<file path="src/rtl/uart_rx_apb_sequencer_if.sv">
// APB master bus plus received-byte valid/ready stream of uart_rx_apb_sequencer.
interface uart_rx_apb_sequencer_if;
    logic       psel;
    logic       penable;
    logic       pwrite;
    logic [2:0] paddr;
    logic [7:0] pwdata;
    logic [7:0] prdata;
    logic       pslverr;
    logic [7:0] rx_byte;
    logic       rx_valid;
    logic       rx_ready;

    modport master (
        output psel, penable, pwrite, paddr, pwdata,
        input  prdata, pslverr,
        output rx_byte, rx_valid,
        input  rx_ready
    );

    modport slave (
        input  psel, penable, pwrite, paddr, pwdata,
        output prdata, pslverr,
        input  rx_byte, rx_valid,
        output rx_ready
    );
endinterface

</file>
<file path="src/rtl/uart_rx_apb_sequencer.sv">
// Configures and polls a UART RX APB slave, draining bytes into a byte FIFO.
// Optional `RX_TIMEOUT_EN builds an idle-poll timeout pulse on rx_timeout.
module uart_rx_apb_sequencer #(
    parameter int FIFO_DEPTH = 4,
    parameter int POLL_GAP   = 8,
    parameter int TIMEOUT    = 1024
) (
    input  logic                           clk,
    input  logic                           n_rst,
    input  logic                           cfg_start,
    input  logic                           run,
    input  logic [13:0]                    cfg_bit_period,
    input  logic [3:0]                     cfg_data_size,
    uart_rx_apb_sequencer_if.master        bus,
    output logic [2:0]                     err_flags,
    output logic [7:0]                     err_count,
    output logic                           busy,
    output logic                           rx_timeout
);

    localparam int AW = $clog2(FIFO_DEPTH);
    localparam int GW = $clog2(POLL_GAP + 1);

    typedef enum logic [3:0] {
        IDLE, CFG_LO, CFG_HI, CFG_DS, GAP,
        POLL_STAT, WAIT_SPACE, RD_ERR, RD_DATA
    } state_t;

    typedef enum logic [1:0] {PH_IDLE, PH_SETUP, PH_ACCESS} phase_t;

    state_t        state, state_n;
    phase_t        ph, ph_n;
    logic [GW-1:0] gap_cnt, gap_n;

    logic [13:0]   bp_q;
    logic [3:0]    ds_q;
    logic          discard;

    logic          latch_cfg, set_cfg_err, set_ovr, set_frm;
    logic          push, data_done, xfer, acc;

    logic [7:0]    mem [FIFO_DEPTH];
    logic [AW-1:0] wr_ptr, rd_ptr;
    logic [AW:0]   count;
    logic          full, pop, do_push;

    assign full    = (count == (AW+1)'(FIFO_DEPTH));
    assign pop     = bus.rx_valid & bus.rx_ready;
    assign do_push = push & (~full | pop);

    assign xfer = (state == CFG_LO) || (state == CFG_HI) ||
                  (state == CFG_DS) || (state == POLL_STAT) ||
                  (state == RD_ERR) || (state == RD_DATA);
    assign acc  = xfer && (ph == PH_ACCESS);

    always_ff @(posedge clk or negedge n_rst) begin
        if (!n_rst) begin
            state   <= IDLE;
            ph      <= PH_IDLE;
            gap_cnt <= '0;
        end else begin
            state   <= state_n;
            ph      <= ph_n;
            gap_cnt <= gap_n;
        end
    end

    // Transfer states walk PH_IDLE -> PH_SETUP -> PH_ACCESS; entering at
    // PH_IDLE inserts the mandatory psel=0 cycle between back-to-back reads.
    always_comb begin
        state_n     = state;
        ph_n        = ph;
        gap_n       = gap_cnt;
        latch_cfg   = 1'b0;
        set_cfg_err = 1'b0;
        set_ovr     = 1'b0;
        set_frm     = 1'b0;
        push        = 1'b0;
        data_done   = 1'b0;
        case (state)
            IDLE: begin
                if (cfg_start) begin
                    latch_cfg = 1'b1;
                    state_n   = CFG_LO;
                    ph_n      = PH_SETUP;
                end
            end
            CFG_LO, CFG_HI, CFG_DS: begin
                if (acc) begin
                    ph_n = PH_IDLE;
                    if (bus.pslverr) begin
                        set_cfg_err = 1'b1;
                        state_n     = IDLE;
                    end else if (state == CFG_DS) begin
                        state_n = GAP;
                        gap_n   = '0;
                    end else begin
                        state_n = (state == CFG_LO) ? CFG_HI : CFG_DS;
                    end
                end else begin
                    ph_n = phase_t'(ph + 2'd1);
                end
            end
            GAP: begin
                if (gap_cnt == GW'(POLL_GAP - 1)) begin
                    state_n = run ? POLL_STAT : IDLE;
                    ph_n    = run ? PH_SETUP : PH_IDLE;
                end else begin
                    gap_n = gap_cnt + 1'b1;
                end
            end
            POLL_STAT: begin
                if (acc) begin
                    ph_n  = PH_IDLE;
                    gap_n = '0;
                    if (!run)
                        state_n = IDLE;
                    else if (!bus.prdata[0])
                        state_n = GAP;
                    else if (full)
                        state_n = WAIT_SPACE;
                    else
                        state_n = RD_ERR;
                end else begin
                    ph_n = phase_t'(ph + 2'd1);
                end
            end
            WAIT_SPACE: begin
                if (!run) begin
                    state_n = IDLE;
                end else if (!full) begin
                    state_n = RD_ERR;
                    ph_n    = PH_SETUP;
                end
            end
            RD_ERR, RD_DATA: begin
                if (ph == PH_IDLE && !run) begin
                    state_n = IDLE;
                end else if (acc) begin
                    ph_n  = PH_IDLE;
                    gap_n = '0;
                    if (state == RD_ERR) begin
                        set_ovr = bus.prdata[1];
                        set_frm = bus.prdata[0];
                        state_n = run ? RD_DATA : IDLE;
                    end else begin
                        push      = ~discard;
                        data_done = 1'b1;
                        state_n   = run ? GAP : IDLE;
                    end
                end else begin
                    ph_n = phase_t'(ph + 2'd1);
                end
            end
            default: begin
                state_n = IDLE;
                ph_n    = PH_IDLE;
            end
        endcase
    end

    always_comb begin
        bus.psel    = xfer && (ph != PH_IDLE);
        bus.penable = acc;
        bus.pwrite  = 1'b0;
        bus.paddr   = 3'd0;
        bus.pwdata  = 8'd0;
        if (bus.psel) begin
            case (state)
                CFG_LO: begin
                    bus.pwrite = 1'b1;
                    bus.paddr  = 3'd2;
                    bus.pwdata = bp_q[7:0];
                end
                CFG_HI: begin
                    bus.pwrite = 1'b1;
                    bus.paddr  = 3'd3;
                    bus.pwdata = {2'b00, bp_q[13:8]};
                end
                CFG_DS: begin
                    bus.pwrite = 1'b1;
                    bus.paddr  = 3'd4;
                    bus.pwdata = {4'b0000, ds_q};
                end
                RD_ERR:  bus.paddr = 3'd1;
                RD_DATA: bus.paddr = 3'd6;
                default: bus.paddr = 3'd0;
            endcase
        end
    end

    always_ff @(posedge clk or negedge n_rst) begin
        if (!n_rst) begin
            bp_q      <= '0;
            ds_q      <= '0;
            discard   <= 1'b0;
            err_flags <= '0;
            err_count <= '0;
        end else begin
            if (latch_cfg) begin
                bp_q      <= cfg_bit_period;
                ds_q      <= cfg_data_size;
                err_flags <= '0;
            end else begin
                err_flags <= err_flags | {set_cfg_err, set_ovr, set_frm};
            end
            if (set_frm && err_count != 8'hFF)
                err_count <= err_count + 1'b1;
            if (state == IDLE || data_done)
                discard <= 1'b0;
            else if (set_frm)
                discard <= 1'b1;
        end
    end

    always_ff @(posedge clk) begin
        if (do_push)
            mem[wr_ptr] <= bus.prdata;
    end

    always_ff @(posedge clk or negedge n_rst) begin
        if (!n_rst) begin
            wr_ptr <= '0;
            rd_ptr <= '0;
            count  <= '0;
        end else begin
            if (do_push)
                wr_ptr <= wr_ptr + 1'b1;
            if (pop)
                rd_ptr <= rd_ptr + 1'b1;
            case ({do_push, pop})
                2'b10:   count <= count + 1'b1;
                2'b01:   count <= count - 1'b1;
                default: count <= count;
            endcase
        end
    end

    assign bus.rx_valid = (count != '0);
    assign bus.rx_byte  = bus.rx_valid ? mem[rd_ptr] : 8'd0;
    assign busy         = (state != IDLE);

`ifdef RX_TIMEOUT_EN
    localparam int TW = $clog2(TIMEOUT);

    logic [TW-1:0] to_cnt;
    logic          to_q;

    always_ff @(posedge clk or negedge n_rst) begin
        if (!n_rst) begin
            to_cnt <= '0;
            to_q   <= 1'b0;
        end else begin
            to_q <= 1'b0;
            if (state == IDLE || do_push) begin
                to_cnt <= '0;
            end else if (state == GAP || state == POLL_STAT) begin
                if (to_cnt == TW'(TIMEOUT - 1)) begin
                    to_cnt <= '0;
                    to_q   <= 1'b1;
                end else begin
                    to_cnt <= to_cnt + 1'b1;
                end
            end
        end
    end

    assign rx_timeout = to_q;
`else
    assign rx_timeout = 1'b0;
`endif

endmodule

</file>
<file path="src/flat_wrapper.sv">
// flat-port wrapper written by rule: the top's interface ports become plain ports
module uart_rx_apb_sequencer_flat 
#(
    parameter int FIFO_DEPTH = 4,
    parameter int POLL_GAP   = 8,
    parameter int TIMEOUT    = 1024
)
  (clk, n_rst, cfg_start, run, cfg_bit_period, cfg_data_size, err_flags, err_count, busy, rx_timeout, bus_psel, bus_penable, bus_pwrite, bus_paddr, bus_pwdata, bus_prdata, bus_pslverr, bus_rx_byte, bus_rx_valid, bus_rx_ready);
  uart_rx_apb_sequencer_if bus_i ();
  input  logic clk;
  input  logic n_rst;
  input  logic cfg_start;
  input  logic run;
  input  logic [13:0] cfg_bit_period;
  input  logic [3:0] cfg_data_size;
  output logic [2:0] err_flags;
  output logic [7:0] err_count;
  output logic busy;
  output logic rx_timeout;
  output wire logic [$bits(bus_i.psel)-1:0] bus_psel;
  output wire logic [$bits(bus_i.penable)-1:0] bus_penable;
  output wire logic [$bits(bus_i.pwrite)-1:0] bus_pwrite;
  output wire logic [$bits(bus_i.paddr)-1:0] bus_paddr;
  output wire logic [$bits(bus_i.pwdata)-1:0] bus_pwdata;
  input wire logic [$bits(bus_i.prdata)-1:0] bus_prdata;
  input wire logic [$bits(bus_i.pslverr)-1:0] bus_pslverr;
  output wire logic [$bits(bus_i.rx_byte)-1:0] bus_rx_byte;
  output wire logic [$bits(bus_i.rx_valid)-1:0] bus_rx_valid;
  input wire logic [$bits(bus_i.rx_ready)-1:0] bus_rx_ready;
  assign bus_psel = bus_i.psel;
  assign bus_penable = bus_i.penable;
  assign bus_pwrite = bus_i.pwrite;
  assign bus_paddr = bus_i.paddr;
  assign bus_pwdata = bus_i.pwdata;
  assign bus_i.prdata = bus_prdata;
  assign bus_i.pslverr = bus_pslverr;
  assign bus_rx_byte = bus_i.rx_byte;
  assign bus_rx_valid = bus_i.rx_valid;
  assign bus_i.rx_ready = bus_rx_ready;
  uart_rx_apb_sequencer #(.FIFO_DEPTH(FIFO_DEPTH), .POLL_GAP(POLL_GAP), .TIMEOUT(TIMEOUT)) u_core (.clk(clk), .n_rst(n_rst), .cfg_start(cfg_start), .run(run), .cfg_bit_period(cfg_bit_period), .cfg_data_size(cfg_data_size), .bus(bus_i), .err_flags(err_flags), .err_count(err_count), .busy(busy), .rx_timeout(rx_timeout));
endmodule
</file>
<file path="config.mk">
export PLATFORM = sky130hd
export DESIGN_NAME = uart_rx_apb_sequencer_flat
export DESIGN_NICKNAME = d
export VERILOG_FILES = /design/src/rtl/uart_rx_apb_sequencer_if.sv /design/src/rtl/uart_rx_apb_sequencer.sv /design/src/flat_wrapper.sv
export SDC_FILE = /design/constraint.sdc
export NUM_CORES = 1
export LEC_CHECK = 0
export BUFFER_PORTS_ARGS = -buffer_cell sky130_fd_sc_hd__buf_2
export CORE_ASPECT_RATIO = 0.6
export CORE_MARGIN = 8
export CORE_UTILIZATION = 45
export CTS_CLUSTER_SIZE = 30
export DETAILED_ROUTE_END_ITERATION = 6
export GPL_ROUTABILITY_DRIVEN = 1
export HOLD_SLACK_MARGIN = 0.05
export PLACE_DENSITY = 0.69
export SLEW_MARGIN = 0
export SYNTH_ARGS = -nofsm -noshare
export SYNTH_HDL_FRONTEND = slang
export SYNTH_SLANG_ARGS = --single-unit
export TNS_END_PERCENT = 1
</file>
<file path="constraint.sdc">
create_clock -name clk -period 2.2 [get_ports clk]
set_input_delay 0.22 -clock clk [delete_from_list [all_inputs] [get_ports clk]]
set_output_delay 0.22 -clock clk [all_outputs]
set_load 0.01 [all_outputs]
</file>
## Word level (Yosys, flattened, before mapping)

Memories as Yosys holds them, arrays and structs flattened.
Cells that the tools add are included.

- Reductions and logical operators: 25
- Add/subtract/negate cells: 7
- Multiplexer cells: 68
- Equality and inequality tests: 26
- Bitwise operators: 6

Operators by type and width:

| cell | number |
|---|---|
| 2-to-1 mux 4 bit | 20 |
| 2-to-1 mux 1 bit | 30 |
| one-hot mux 4 bit (6 select lines) | 1 |
| one-hot mux 8 bit (3 select lines) | 1 |
| == test 4 x 3 -> 1 bit, second input constant | 5 |
| 2-to-1 mux 8 bit | 2 |
| one-hot mux 4 bit (4 select lines) | 1 |
| one-hot mux 3 bit (5 select lines) | 1 |
| != test 2 bit, second input constant | 7 |
| 2-to-1 mux 2 bit | 6 |
| 2-to-1 mux 3 bit | 4 |
| AND reduction 6 bit | 2 |
| one-hot mux 2 bit (5 select lines) | 1 |
| adder 8 x 1 -> 8 bit, second input constant | 1 |
| == test 4 x 2 -> 1 bit, second input constant | 2 |
| != test 8 bit, second input constant | 1 |
| nonzero test 4 bit | 2 |
| adder 2 x 1 -> 2 bit, second input constant | 3 |
| logical OR 1 bit | 6 |
| != test 2 x 1 -> 1 bit, second input constant | 3 |
| one-hot mux 3 bit (2 select lines) | 1 |
| nonzero test 2 bit | 3 |
| AND reduction 5 bit | 1 |
| adder 4 x 1 -> 4 bit, second input constant | 1 |
| other kinds (21) | 27 |

- Memories kept: 1
- Input port bits: 32
- Bits in writable memories: 32
- Register bits: 47

Memories:

| memory | words | width | read ports | clocked after Yosys merged registers in | wr ports | RTL line | source |
|---|---|---|---|---|---|---|---|
| u_core.mem | 4 | 8 | 1 | 0 | 1 | uart_rx_apb_sequencer.sv:42 | `logic [7:0] mem [FIFO_DEPTH];` |

## Depth between registers and ports, before layout

Gate-level depths: netlist of run 1.

- Word-level depth: 13
- Gate-level depth with buffers: 10

## Worst setup path before layout of run 1

OpenSTA, ideal clock, no wires.

- Kind: register -> register
- Start point: reg u_core.count[0]
- End point: reg u_core.count[2]
- Arrival: 2.073 ns
- Path slack: 0.048 ns
- Setup time: 0.079 ns
- Cell stages (with the launch flop): 11
- Required time: 2.121 ns
- Clock period less this slack: 2.152 ns
- Path through: dfrtp_1 > or3b_1 > nor2_1 > nor4b_4 > inv_1 > ha_1 > inv_1 > fa_1 > xor2_1 > nor2_1 > xor2_1

- Cells in the longest elaborated chain, start to end: 6

Ends and longest elaborated chain:

| what | RTL line | source |
|---|---|---|
| start: declaration | uart_rx_apb_sequencer.sv:44 | `logic [AW:0] count;` |
| start signal: assignment | uart_rx_apb_sequencer.sv:232 | `2'b10: count <= count + 1'b1;` |
| start signal: assignment | uart_rx_apb_sequencer.sv:233 | `2'b01: count <= count - 1'b1;` |
| start signal: assignment | uart_rx_apb_sequencer.sv:234 | `default: count <= count;` |
| nonzero test 3 bit or == test 3 bit (tied branches) | uart_rx_apb_sequencer.sv:239, uart_rx_apb_sequencer.sv:47 |  |
| bitwise AND 1 bit or NOT 1 bit (tied branches) | uart_rx_apb_sequencer.sv:48, uart_rx_apb_sequencer.sv:49 |  |
| bitwise OR 1 bit | uart_rx_apb_sequencer.sv:49 | `assign do_push = push & (~full \| pop);` |
| bitwise AND 1 bit | uart_rx_apb_sequencer.sv:49 |  |
| == test 2 x 1 -> 1 bit or == test 2 bit (tied branches) | uart_rx_apb_sequencer.sv:231 | `case ({do_push, pop})` |
| one-hot mux 3 bit (2 select lines) or nonzero test 2 bit (tied branches) | n/a |  |

Parallel ways exist; a longest one is shown, timed or not.
A chain may end at the register's enable or synchronous reset.

## Worst setup path after layout of run 1

Same ends and word-level chain as after synthesis.

==> impl_metrics.env, run 1 <==
export IMPL_r2r_start="u_core.count[0]$_DFFE_PN0P_"
export IMPL_finalWirelength_mm=9.078
export IMPL_crit_fanout=2
export IMPL_clock_sinks=79
export IMPL_worst_setup_path_type="flip-flop to flip-flop"
export IMPL_holdPathEnd="u_core.bp_q[6]$_DFFE_PN0P_"
export IMPL_cp_top_family="simple AND/OR/NAND/NOR gates"
export IMPL_die_x_um=137.6
export IMPL_synth_nets=362
export IMPL_netlist_area_mm2=0.003994
export IMPL_vias=2858
export IMPL_clk_latency_ns=0.33
export IMPL_synth_flop_cell="dfrtp_1"
export IMPL_max_slew_worst_pin_slew_ns=0.7062
export IMPL_syn_avg_cell_area_um2=12.40
export IMPL_setup_slack_ns=0.07192
export IMPL_crit_arrival_ns=2.38
export IMPL_tns_ns=0
export IMPL_grt_max_degree=48
export IMPL_r2r_setup_slack_ns=0.07
export IMPL_port_buffer_count=66
export IMPL_ir_worst_vdd_uv=750.5
export IMPL_synth_edf_count=32
export IMPL_routabilityCongestion=0.8421
export IMPL_yosysSeqAreaShare_pct=53.51
export IMPL_firstDrtPassIters=5
export IMPL_cp_start_kind="flip-flop"
export IMPL_dieArea_mm2=0.01224
export IMPL_fin_crit_ns=2.128
export IMPL_grt_first_pass_wirelength_mm=14.88
export IMPL_nNetsFinal=444
export IMPL_coreArea_mm2=0.008556
export IMPL_crit_chain="or3b_4, nor2_4, nor4b_4, inv_1, ha_2, inv_1, fa_1, xor2_1, nor2_1, xor2_1"
export IMPL_layout_drive_gt1_share_pct=34.47
export IMPL_postLayoutCellArea_mm2=0.004912
export IMPL_cp_slowest_cell="or3b_4"
export IMPL_required_ns=2.45
export IMPL_syn_to_final_growth_pct=22.99
export IMPL_fin_crit_sh_pct=96.73
export IMPL_crit_buf_inv=2
export IMPL_row_count=26
export IMPL_holdPathStages=2
export IMPL_slew_viol_final=0
export IMPL_drt_iter0_drc=191
export IMPL_rsz0062_at_grt="yes"
export IMPL_antenna_left=0
export IMPL_slew_headroom_pct=52.88
export IMPL_grt_pass1_vias=2903
export IMPL_clockBufferDepth=2
export IMPL_avgRoutedWirePerCell_um=17.42
export IMPL_dpl_cell_area_mm2=0.004542
export IMPL_clock_skew_ns=0.005593
export IMPL_ios=68
export IMPL_htree_levels=3
export IMPL_clk_pin_slew_ns=0.06
export IMPL_setup_violations=0
export IMPL_initial_core_util_pct=46.68
export IMPL_whs_ns=0.09479
export IMPL_cts_buffers=9
export IMPL_synthArstFlopShare_pct=59.49
export IMPL_p_leak_nw=2.151
export IMPL_syn_inst=322
export IMPL_gr_usage_all_layers_pct=15.72
export IMPL_post_drt_via_cell_ratio=5.486
export IMPL_hpwl_mm=6.735
export IMPL_max_clock_freq_ghz=0.4699
export IMPL_outcome="completed"
export IMPL_hold_violations=0
export IMPL_end_kind="flip-flop"
export IMPL_root_buffer="clkbuf_16"
export IMPL_die_y_um=88.98
export IMPL_antenna_found_initial=0
export IMPL_cts_tree="done"
export IMPL_cap_violations=0
export IMPL_synthDistinctLibCells=65
export IMPL_reg2regPathDepth=10
export IMPL_cp_slowest_stage_delay_ns=0.42
export IMPL_p_per_area_mw_per_mm2=1313
export IMPL_drc=0
export IMPL_num_antenna_cells=0
export IMPL_hp_class="input pin to flip-flop"
export IMPL_hold_start="cfg_bit_period[6]"
export IMPL_dp_slack_ns=-0.01491
export IMPL_reg2reg_to="u_core.count[2]$_DFFE_PN0P_"
export IMPL_synth_seq_cells=79
export IMPL_overflow=0
export IMPL_yosysWarnings=0
[worst reg2reg max path, delay by kind of cell, from the launching register on]
kind | cells | cell delay, ns
AND/OR/NAND/NOR | 4 | 0.70
adder cells (fa/ha/maj) | 2 | 0.54
flip-flops | 1 | 0.37
XOR/XNOR | 2 | 0.32
buffers and inverters | 2 | 0.11
[cell usage in the layout, fill, tap and decap left out, types with 12 or more instances in the layout]
master / n
inv_1: 13
a21oi_1: 12
and2_1: 13
buf_2: 66
dfrtp_1: 45
buf_4: 19
edfxtp_1: 32
nor2_1: 26
[stage by stage]
step | instances | util, % | power [mW]
floorplan | 322 | - | 3.926
global placement | 503 | 53.09 | 4.759
detailed placement | 503 | 53.09 | 4.840
CTS | 520 | 57.21 | 6.477
global route | 521 | 57.41 | 6.854
finish | 521 | 57.41 | 6.448
[layout make-up]
class                   instances  area (µm²)
clock buffers                  14       295.3
clock inverters                 2       35.03
fillers                       705        3643
inverters                      14       52.55
multi-input cells             212        1727
flip-flops and latches         79        2140
well taps                     112       140.1
repair buffers                 88       523.0
[registers in the layout, indices dropped and copies added, names as in the netlist]
| name | count |
|---|---|
| u_core.bp_q | 14 |
| u_core.count | 3 |
| u_core.discard | 1 |
| u_core.ds_q | 4 |
| u_core.err_count | 8 |
| u_core.err_flags | 3 |
| u_core.gap_cnt | 4 |
| u_core.mem | 32 |
| u_core.ph | 2 |
| u_core.rd_ptr | 2 |
| u_core.state | 4 |
| u_core.wr_ptr | 2 |
[how the worst max path moves through the flow]
stage / startpoint / end / slack (ns) / cells past startpoint
3_5_place_dp: u_core.count[1]$_DFFE_PN0P_ / u_core.count[2]$_DFFE_PN0P_ / -0.01 / 10
5_1_grt: u_core.count[0]$_DFFE_PN0P_ / u_core.count[2]$_DFFE_PN0P_ / -0.06 / 10
4_1_cts: u_core.count[1]$_DFFE_PN0P_ / u_core.count[2]$_DFFE_PN0P_ / 0.007 / 10
3_3_place_gp: u_core.count[1]$_DFFE_PN0P_ / u_core.count[2]$_DFFE_PN0P_ / 0.05 / 10
6_report: u_core.count[0]$_DFFE_PN0P_ / u_core.count[2]$_DFFE_PN0P_ / 0.07 / 10
2_1_floorplan: u_core.count[0]$_DFFE_PN0P_ / u_core.count[2]$_DFFE_PN0P_ / 0.05 / 10
[repair_timing]
| item | 4_1_cts | 5_1_grt |
|---|---|---|
| pin swaps | 4 | 2 |
| setup endpoints to repair | 1 | 8 |
| hold buffers | 1 | 0 |
| gates resized for setup | 4 | 4 |
| setup buffers | 0 | 1 |
| endpoints found under the hold margin | 47 | 0 |
[synthesized netlist by cell type (4+ instances only)]
| cell type | instances | share of area, % |
|---|---|---|
| clkbuf_1 | 5 | 0.47 |
| xnor2_1 | 5 | 1.1 |
| xor2_1 | 10 | 2.2 |
| edfxtp_1 | 32 | 24 |
| mux2_2 | 10 | 2.8 |
| nand3_1 | 7 | 0.88 |
| buf_2 | 6 | 0.75 |
| a31oi_1 | 6 | 0.94 |
| a21oi_1 | 12 | 1.5 |
| nor2_1 | 28 | 2.6 |
| nand2_1 | 10 | 0.94 |
| and2_1 | 13 | 2.0 |
| nand2b_1 | 5 | 0.78 |
| mux2_1 | 10 | 2.8 |
| dfrtp_1 | 47 | 29 |
| o21a_1 | 4 | 0.75 |
| and3_1 | 6 | 0.94 |
| inv_1 | 13 | 1.2 |
| mux4_2 | 8 | 4.5 |
| mux2i_1 | 8 | 2.0 |
| nor2b_1 | 5 | 0.78 |
| nor3_1 | 8 | 1.0 |
| ha_1 | 7 | 2.2 |
| o21ai_0 | 7 | 0.88 |
[routing by layer]
metal	GRT usage, %	vias to the layer above	wire length, µm
met5	0	-	0
met4	4.118	0	86
met3	5.275	8	673
met2	23.52	98	4023
met1	21.38	1414	4295
li1	-	1338	-
[power breakdown]
part	leakage, nW	total [mW]	internal, mW	switching, mW
Sequential	0.872	2.14	1.86	0.273
Clock	0.164	1.58	1.04	0.546
Combinational	1.12	2.73	1.34	1.38
Total	2.15	6.45	4.25	2.20
[cell families (layout without fill, tap and decap cells)]
kind of cell	Yosys count	in the layout	share of synthesized area [%]
AO/OA/AOI/OAI	46	46	8.365
other	1	1	0.09389
AND/OR/NAND/NOR	105	105	15.76
buffers and inverters	31	118	3.759
multiplexers	37	37	12.53
XOR/XNOR	15	15	3.289
flip-flops	79	79	53.51
adder cells (fa/ha/maj)	8	8	2.694
Note: power is estimated with default switching activity, not from simulation.
==> run 2: changes to the inputs <==
- BUFFER_PORTS_ARGS: -buffer_cell sky130_fd_sc_hd__buf_2 -> not set
- DONT_BUFFER_PORTS: not set -> 1
- PLACE_DENSITY: 0.69 -> not set
==> run 2 against run 1 <==
Against the previous run:
- wire length is 0.72% higher
- setup slack got worse by 0.027 ns
- combinational power is 6% lower
- fmax fell by 1.3%
- cell area down 0.36%
- die area unchanged
- non-clock buffer count decreased by 34
==> impl_metrics.env, run 2 (same netlist as run 1, synthesis figures left out) <==
export IMPL_required_ns=2.45
export IMPL_antenna_left=0
export IMPL_clockBufferDepth=2
export IMPL_fin_crit_sh_pct=97.98
export IMPL_overflow=0
export IMPL_grt_pass1_vias=2779
export IMPL_ios=68
export IMPL_max_clock_freq_ghz=0.4639
export IMPL_nNetsFinal=410
export IMPL_slew_viol_final=0
export IMPL_finalWirelength_mm=9.143
export IMPL_clk_latency_ns=0.33
export IMPL_syn_to_final_growth_pct=22.56
export IMPL_clk_pin_slew_ns=0.06
export IMPL_crit_fanout=3
export IMPL_cap_violations=0
export IMPL_multi_input_area_mm2=0.001729
export IMPL_max_slew_worst_pin_slew_ns=0.5086
export IMPL_worst_setup_path_type="flip-flop to flip-flop"
export IMPL_r2r_setup_slack_ns=0.04
export IMPL_hpwl_mm=6.597
export IMPL_post_drt_via_cell_ratio=5.462
export IMPL_gr_usage_all_layers_pct=16.02
export IMPL_drt_iter0_drc=180
export IMPL_layout_drive_gt1_share_pct=20.80
export IMPL_clock_skew_ns=0.005075
export IMPL_crit_arrival_ns=2.41
export IMPL_postLayoutCellArea_mm2=0.004895
export IMPL_grt_max_degree=48
export IMPL_grt_first_pass_wirelength_mm=14.95
export IMPL_fillers=692
export IMPL_hp_class="input pin to flip-flop"
export IMPL_dieArea_mm2=0.01224
export IMPL_port_buffer_count=0
export IMPL_slew_headroom_pct=65.74
export IMPL_clock_sinks=79
export IMPL_layout_common_cells="47 x dfrtp_1, 32 x edfxtp_1, 28 x dlygate4sd3_1, 25 x nor2_1, 25 x buf_4"
export IMPL_drc=0
export IMPL_die_x_um=137.6
export IMPL_cts_tree="done"
export IMPL_rsz0062_at_grt="yes"
export IMPL_regMostFlops="u_core.mem"
export IMPL_antenna_found_initial=0
export IMPL_row_count=26
export IMPL_largest_register_ffs=32
export IMPL_power_mw=6.299
export IMPL_root_buffer="clkbuf_16"
export IMPL_firstDrtPassIters=4
export IMPL_cts_buffers=9
export IMPL_dpl_cell_area_mm2=0.004217
export IMPL_cp_start_kind="flip-flop"
export IMPL_die_y_um=88.98
export IMPL_ir_worst_vdd_uv=699.7
export IMPL_htree_levels=3
export IMPL_p_leak_nw=1.996
export IMPL_num_antenna_cells=0
export IMPL_coreArea_mm2=0.008556
export IMPL_initial_core_util_pct=46.68
export IMPL_setup_violations=0
export IMPL_p_per_area_mw_per_mm2=1287
export IMPL_fin_crit_ns=2.156
export IMPL_vias=2660
export IMPL_final_common_cell="dfrtp_1"
export IMPL_regArea_mm2=0.002137
export IMPL_routabilityCongestion=0.8220
export IMPL_reg_top3="u_core.mem: 32 flops, u_core.bp_q: 14 flops, u_core.err_count: 8 flops"
export IMPL_outcome="completed"
export IMPL_end_kind="flip-flop"
export IMPL_hold_violations=0
export IMPL_avgRoutedWirePerCell_um=18.77
-- run 2: critical path, stage by stage (launching register included) --
cell,delay [ns]
dfrtp_1,0.38
or3b_4,0.41
nor2_4,0.11
nor4b_4,0.06
inv_1,0.06
ha_2,0.18
inv_1,0.05
fa_1,0.38
xor2_1,0.15
nor2_1,0.12
xor2_1,0.17
-- run 2: final cells by class --
type	instances	share of cell area (%)
Sequential cell	79	43.66
Tap cell	112	2.863
Clock inverter	1	0.6135
Inverter	14	1.074
Clock buffer	15	6.339
Multi-Input combinational cell	212	35.33
Timing Repair Buffer	54	10.12
-- run 2: worst paths after layout --
kind,startpoint,end,cells after the start
worst min register to register,u_core.bp_q[0]$_DFFE_PN0P_,u_core.bp_q[0]$_DFFE_PN0P_,1
worst max register to register,u_core.count[2]$_DFFE_PN0P_,u_core.count[2]$_DFFE_PN0P_,10
worst max-delay path,u_core.count[2]$_DFFE_PN0P_,u_core.count[2]$_DFFE_PN0P_,10
max in group asynchronous,n_rst,u_core.wr_ptr[0]$_DFFE_PN0P_,2
worst min-delay path,bus_prdata[1],u_core.err_flags[1]$_DFF_PN0_,2
min in group asynchronous,n_rst,u_core.gap_cnt[1]$_DFFE_PN0P_,2
-- run 2: timing repair --
action,CTS,global route
resized for setup,4,3
pin swaps,3,3
hold endpoints to repair,98,0
hold buffers,29,0
buffers inserted,1,0
setup endpoints to repair,1,6
-- run 2: per-layer routing --
metal | track usage [%] | vias to the layer above | part of all wire [%]
li1 | - | 1266 | -
met1 | 22.29 | 1314 | 49
met2 | 22.29 | 71 | 42
met3 | 6.734 | 9 | 8.6
met4 | 4.118 | 0 | 0.87
met5 | 0 | - | 0
-- run 2: metrics by stage --
step	util (%)	TNS (ns)	worst slack, ns	hold slack (ns)	cells
after floorplan	-	0	0.04808	-0.07559	322
after global placement	49.28	0	0.06729	-0.07329	441
after detailed placement	49.28	-0.01935	-0.01935	-0.07326	441
after CTS	57.09	0	0.005462	0.09755	487
after global routing	57.21	-0.01446	-0.01446	0.1088	487
final	57.21	0	0.04450	0.1093	487
-- run 2: report_power, final --
part | leakage (nW) | switching [mW] | internal, mW
Sequential | 0.874 | 0.239 | 1.86
Clock | 0.166 | 0.559 | 1.08
Combinational | 0.955 | 1.37 | 1.19
Total | 2.00 | 2.17 | 4.13
==> run 3: changes to the inputs <==
- clock period: 2.2 -> 2.35 ns (I/O delays scaled with it)
==> run 3 against run 2 <==
Against the previous run:
- hold slack better by 0.0062 ns
- clock-buffer cell count down 3
- die area unchanged
- first-iteration DRC count up 8.3%
- final cell count down 1.4%
- clock power down 16%
- wire length up 0.42%
- setup slack better by 0.095 ns
- sequential share of layout area up 1.0 points
- sequential power down 3%
==> impl_metrics.env, run 3 (same netlist as run 1, synthesis figures left out) <==
export IMPL_cp_start_kind="flip-flop"
export IMPL_row_count=26
export IMPL_postLayoutCellArea_mm2=0.004782
export IMPL_cts_buffers=9
export IMPL_hp_class="input pin to flip-flop"
export IMPL_cp_top_family="simple AND/OR/NAND/NOR gates"
export IMPL_clock_sinks=79
export IMPL_max_clock_freq_ghz=0.4524
export IMPL_p_leak_nw=1.936
export IMPL_crit_chain="or3b_1, nor2_2, nor4b_4, inv_1, ha_1, inv_1, fa_1, xor2_1, nor2_1, xor2_1"
export IMPL_syn_to_final_growth_pct=19.74
export IMPL_p_per_area_mw_per_mm2=1179
export IMPL_dieArea_mm2=0.01224
export IMPL_die_x_um=137.6
export IMPL_grt_busiest_layer="met1"
export IMPL_clockBufferDepth=2
export IMPL_outcome="completed"
export IMPL_tns_ns=0
export IMPL_fin_crit_ns=2.210
export IMPL_met3_usage_pct=6.510
export IMPL_antenna_left=0
export IMPL_grt_max_degree=48
export IMPL_reg2regPathDepth=10
export IMPL_clk_latency_ns=0.33
export IMPL_post_drt_via_cell_ratio=5.525
export IMPL_worst_setup_path_type="flip-flop to flip-flop"
export IMPL_crit_arrival_ns=2.46
export IMPL_dp_slack_ns=0.1055
export IMPL_cp_num_cells=10
export IMPL_dp_cells=435
export IMPL_post_cts_buffers=0
export IMPL_die_y_um=88.98
export IMPL_slew_viol_final=0
export IMPL_setup_violations=0
export IMPL_grt_first_pass_wirelength_mm=14.69
export IMPL_rsz0062_at_grt="no"
export IMPL_hpwl_mm=6.510
export IMPL_cts_tree="done"
export IMPL_cp_startpoint="u_core.count[1]$_DFFE_PN0P_"
export IMPL_required_ns=2.60
export IMPL_htree_levels=3
export IMPL_reg_top3="u_core.mem: 32 flops, u_core.bp_q: 14 flops, u_core.err_count: 8 flops"
export IMPL_final_common_cell="dfrtp_1"
export IMPL_layout_drive_gt1_share_pct=18.21
export IMPL_cap_violations=0
export IMPL_end_kind="flip-flop"
export IMPL_gr_usage_all_layers_pct=15.93
export IMPL_grt_use_met1_pct=22.33
export IMPL_overflow=0
export IMPL_crit_fanout=3
export IMPL_crit_buf_inv=2
export IMPL_regMostFlops="u_core.mem"
export IMPL_clock_skew_ns=0.005324
export IMPL_clk_pin_slew_ns=0.06
export IMPL_r2r_setup_slack_ns=0.14
export IMPL_fin_crit_sh_pct=94.06
export IMPL_final_core_util_pct=55.89
export IMPL_grt_pass1_vias=2740
export IMPL_cp_slowest_cell="or3b_1"
export IMPL_coreArea_mm2=0.008556
export IMPL_r2r_start="u_core.count[1]$_DFFE_PN0P_"
export IMPL_initial_core_util_pct=46.68
export IMPL_layout_common_cells="47 x dfrtp_1, 32 x edfxtp_1, 28 x dlygate4sd3_1, 27 x nor2_1, 18 x buf_4"
export IMPL_hold_violations=0
export IMPL_setup_slack_ns=0.1396
export IMPL_num_antenna_cells=0
export IMPL_final_cells=480
export IMPL_drt_iter0_drc=195
export IMPL_antenna_found_initial=0
export IMPL_max_slew_worst_pin_slew_ns=0.5120
export IMPL_dpl_cell_area_mm2=0.004172
export IMPL_avgRoutedWirePerCell_um=19.13
export IMPL_root_buffer="clkbuf_16"
export IMPL_routabilityCongestion=0.7991
export IMPL_reg2reg_to="u_core.count[2]$_DFFE_PN0P_"
export IMPL_use_met2_pct=21.68
export IMPL_firstDrtPassIters=4
export IMPL_port_buffer_count=0
export IMPL_ios=68
export IMPL_endpoint="u_core.count[2]$_DFFE_PN0P_"
export IMPL_finalWirelength_mm=9.181
export IMPL_slew_headroom_pct=65.61
export IMPL_nNetsFinal=403
export IMPL_ir_worst_vdd_uv=675.5
export IMPL_vias=2652
export IMPL_drc=0
export IMPL_cp_slowest_stage_delay_ns=0.42
export IMPL_largest_register_ffs=32
-- run 3: metrics by stage --
| step | hold slack [ns] | power (mW) |
|---|---|---|
| floorplan | -0.06059 | 3.675 |
| global placement | -0.05831 | 4.164 |
| detailed placement | -0.05833 | 4.208 |
| CTS | 0.1071 | 5.672 |
| global route | 0.1242 | 6.004 |
| finish | 0.1154 | 5.638 |
-- run 3: worst min-delay path by stage --
stage | startpoint | to | slack (ns) | cells after the start
after floorplan | n_rst | u_core.bp_q[0]$_DFFE_PN0P_ | -0.06 | 0
after global placement | n_rst | u_core.gap_cnt[1]$_DFFE_PN0P_ | -0.06 | 0
after detailed placement | n_rst | u_core.gap_cnt[1]$_DFFE_PN0P_ | -0.06 | 0
after CTS | bus_pslverr | u_core.err_flags[2]$_DFF_PN0_ | 0.11 | 2
after global routing | bus_pslverr | u_core.err_flags[2]$_DFF_PN0_ | 0.12 | 2
final | bus_pslverr | u_core.err_flags[2]$_DFF_PN0_ | 0.12 | 2
-- run 3: power by group --
| group | switching, mW | leakage [nW] | total, mW | internal, mW |
|---|---|---|---|---|
| clock network | 0.527 | 0.140 | 1.37 | 0.847 |
| logic | 1.20 | 0.921 | 2.24 | 1.04 |
| registers | 0.285 | 0.874 | 2.03 | 1.74 |
-- run 3: area by class of cell --
cell class	instances	area, µm²
clock buffers	12	246.5
clock inverters	4	46.29
fillers	700	3774
inverters	14	52.55
multi-input cells	212	1717
flip-flops and latches	79	2137
well taps	112	140.1
repair buffers	47	442.9
-- run 3: routing by layer --
layer,routed length [µm],up-vias
li1,-,1258
met1,4445,1295
met2,3747,89
met3,887,10
met4,100,0
met5,0,-
-- run 3: repair_timing --
| action | in CTS | in global routing |
|---|---|---|
| hold buffers | 29 | 0 |
| resized for setup | 0 | 3 |
| hold endpoints to repair | 98 | 0 |
| endpoints found under the setup margin | 0 | 7 |
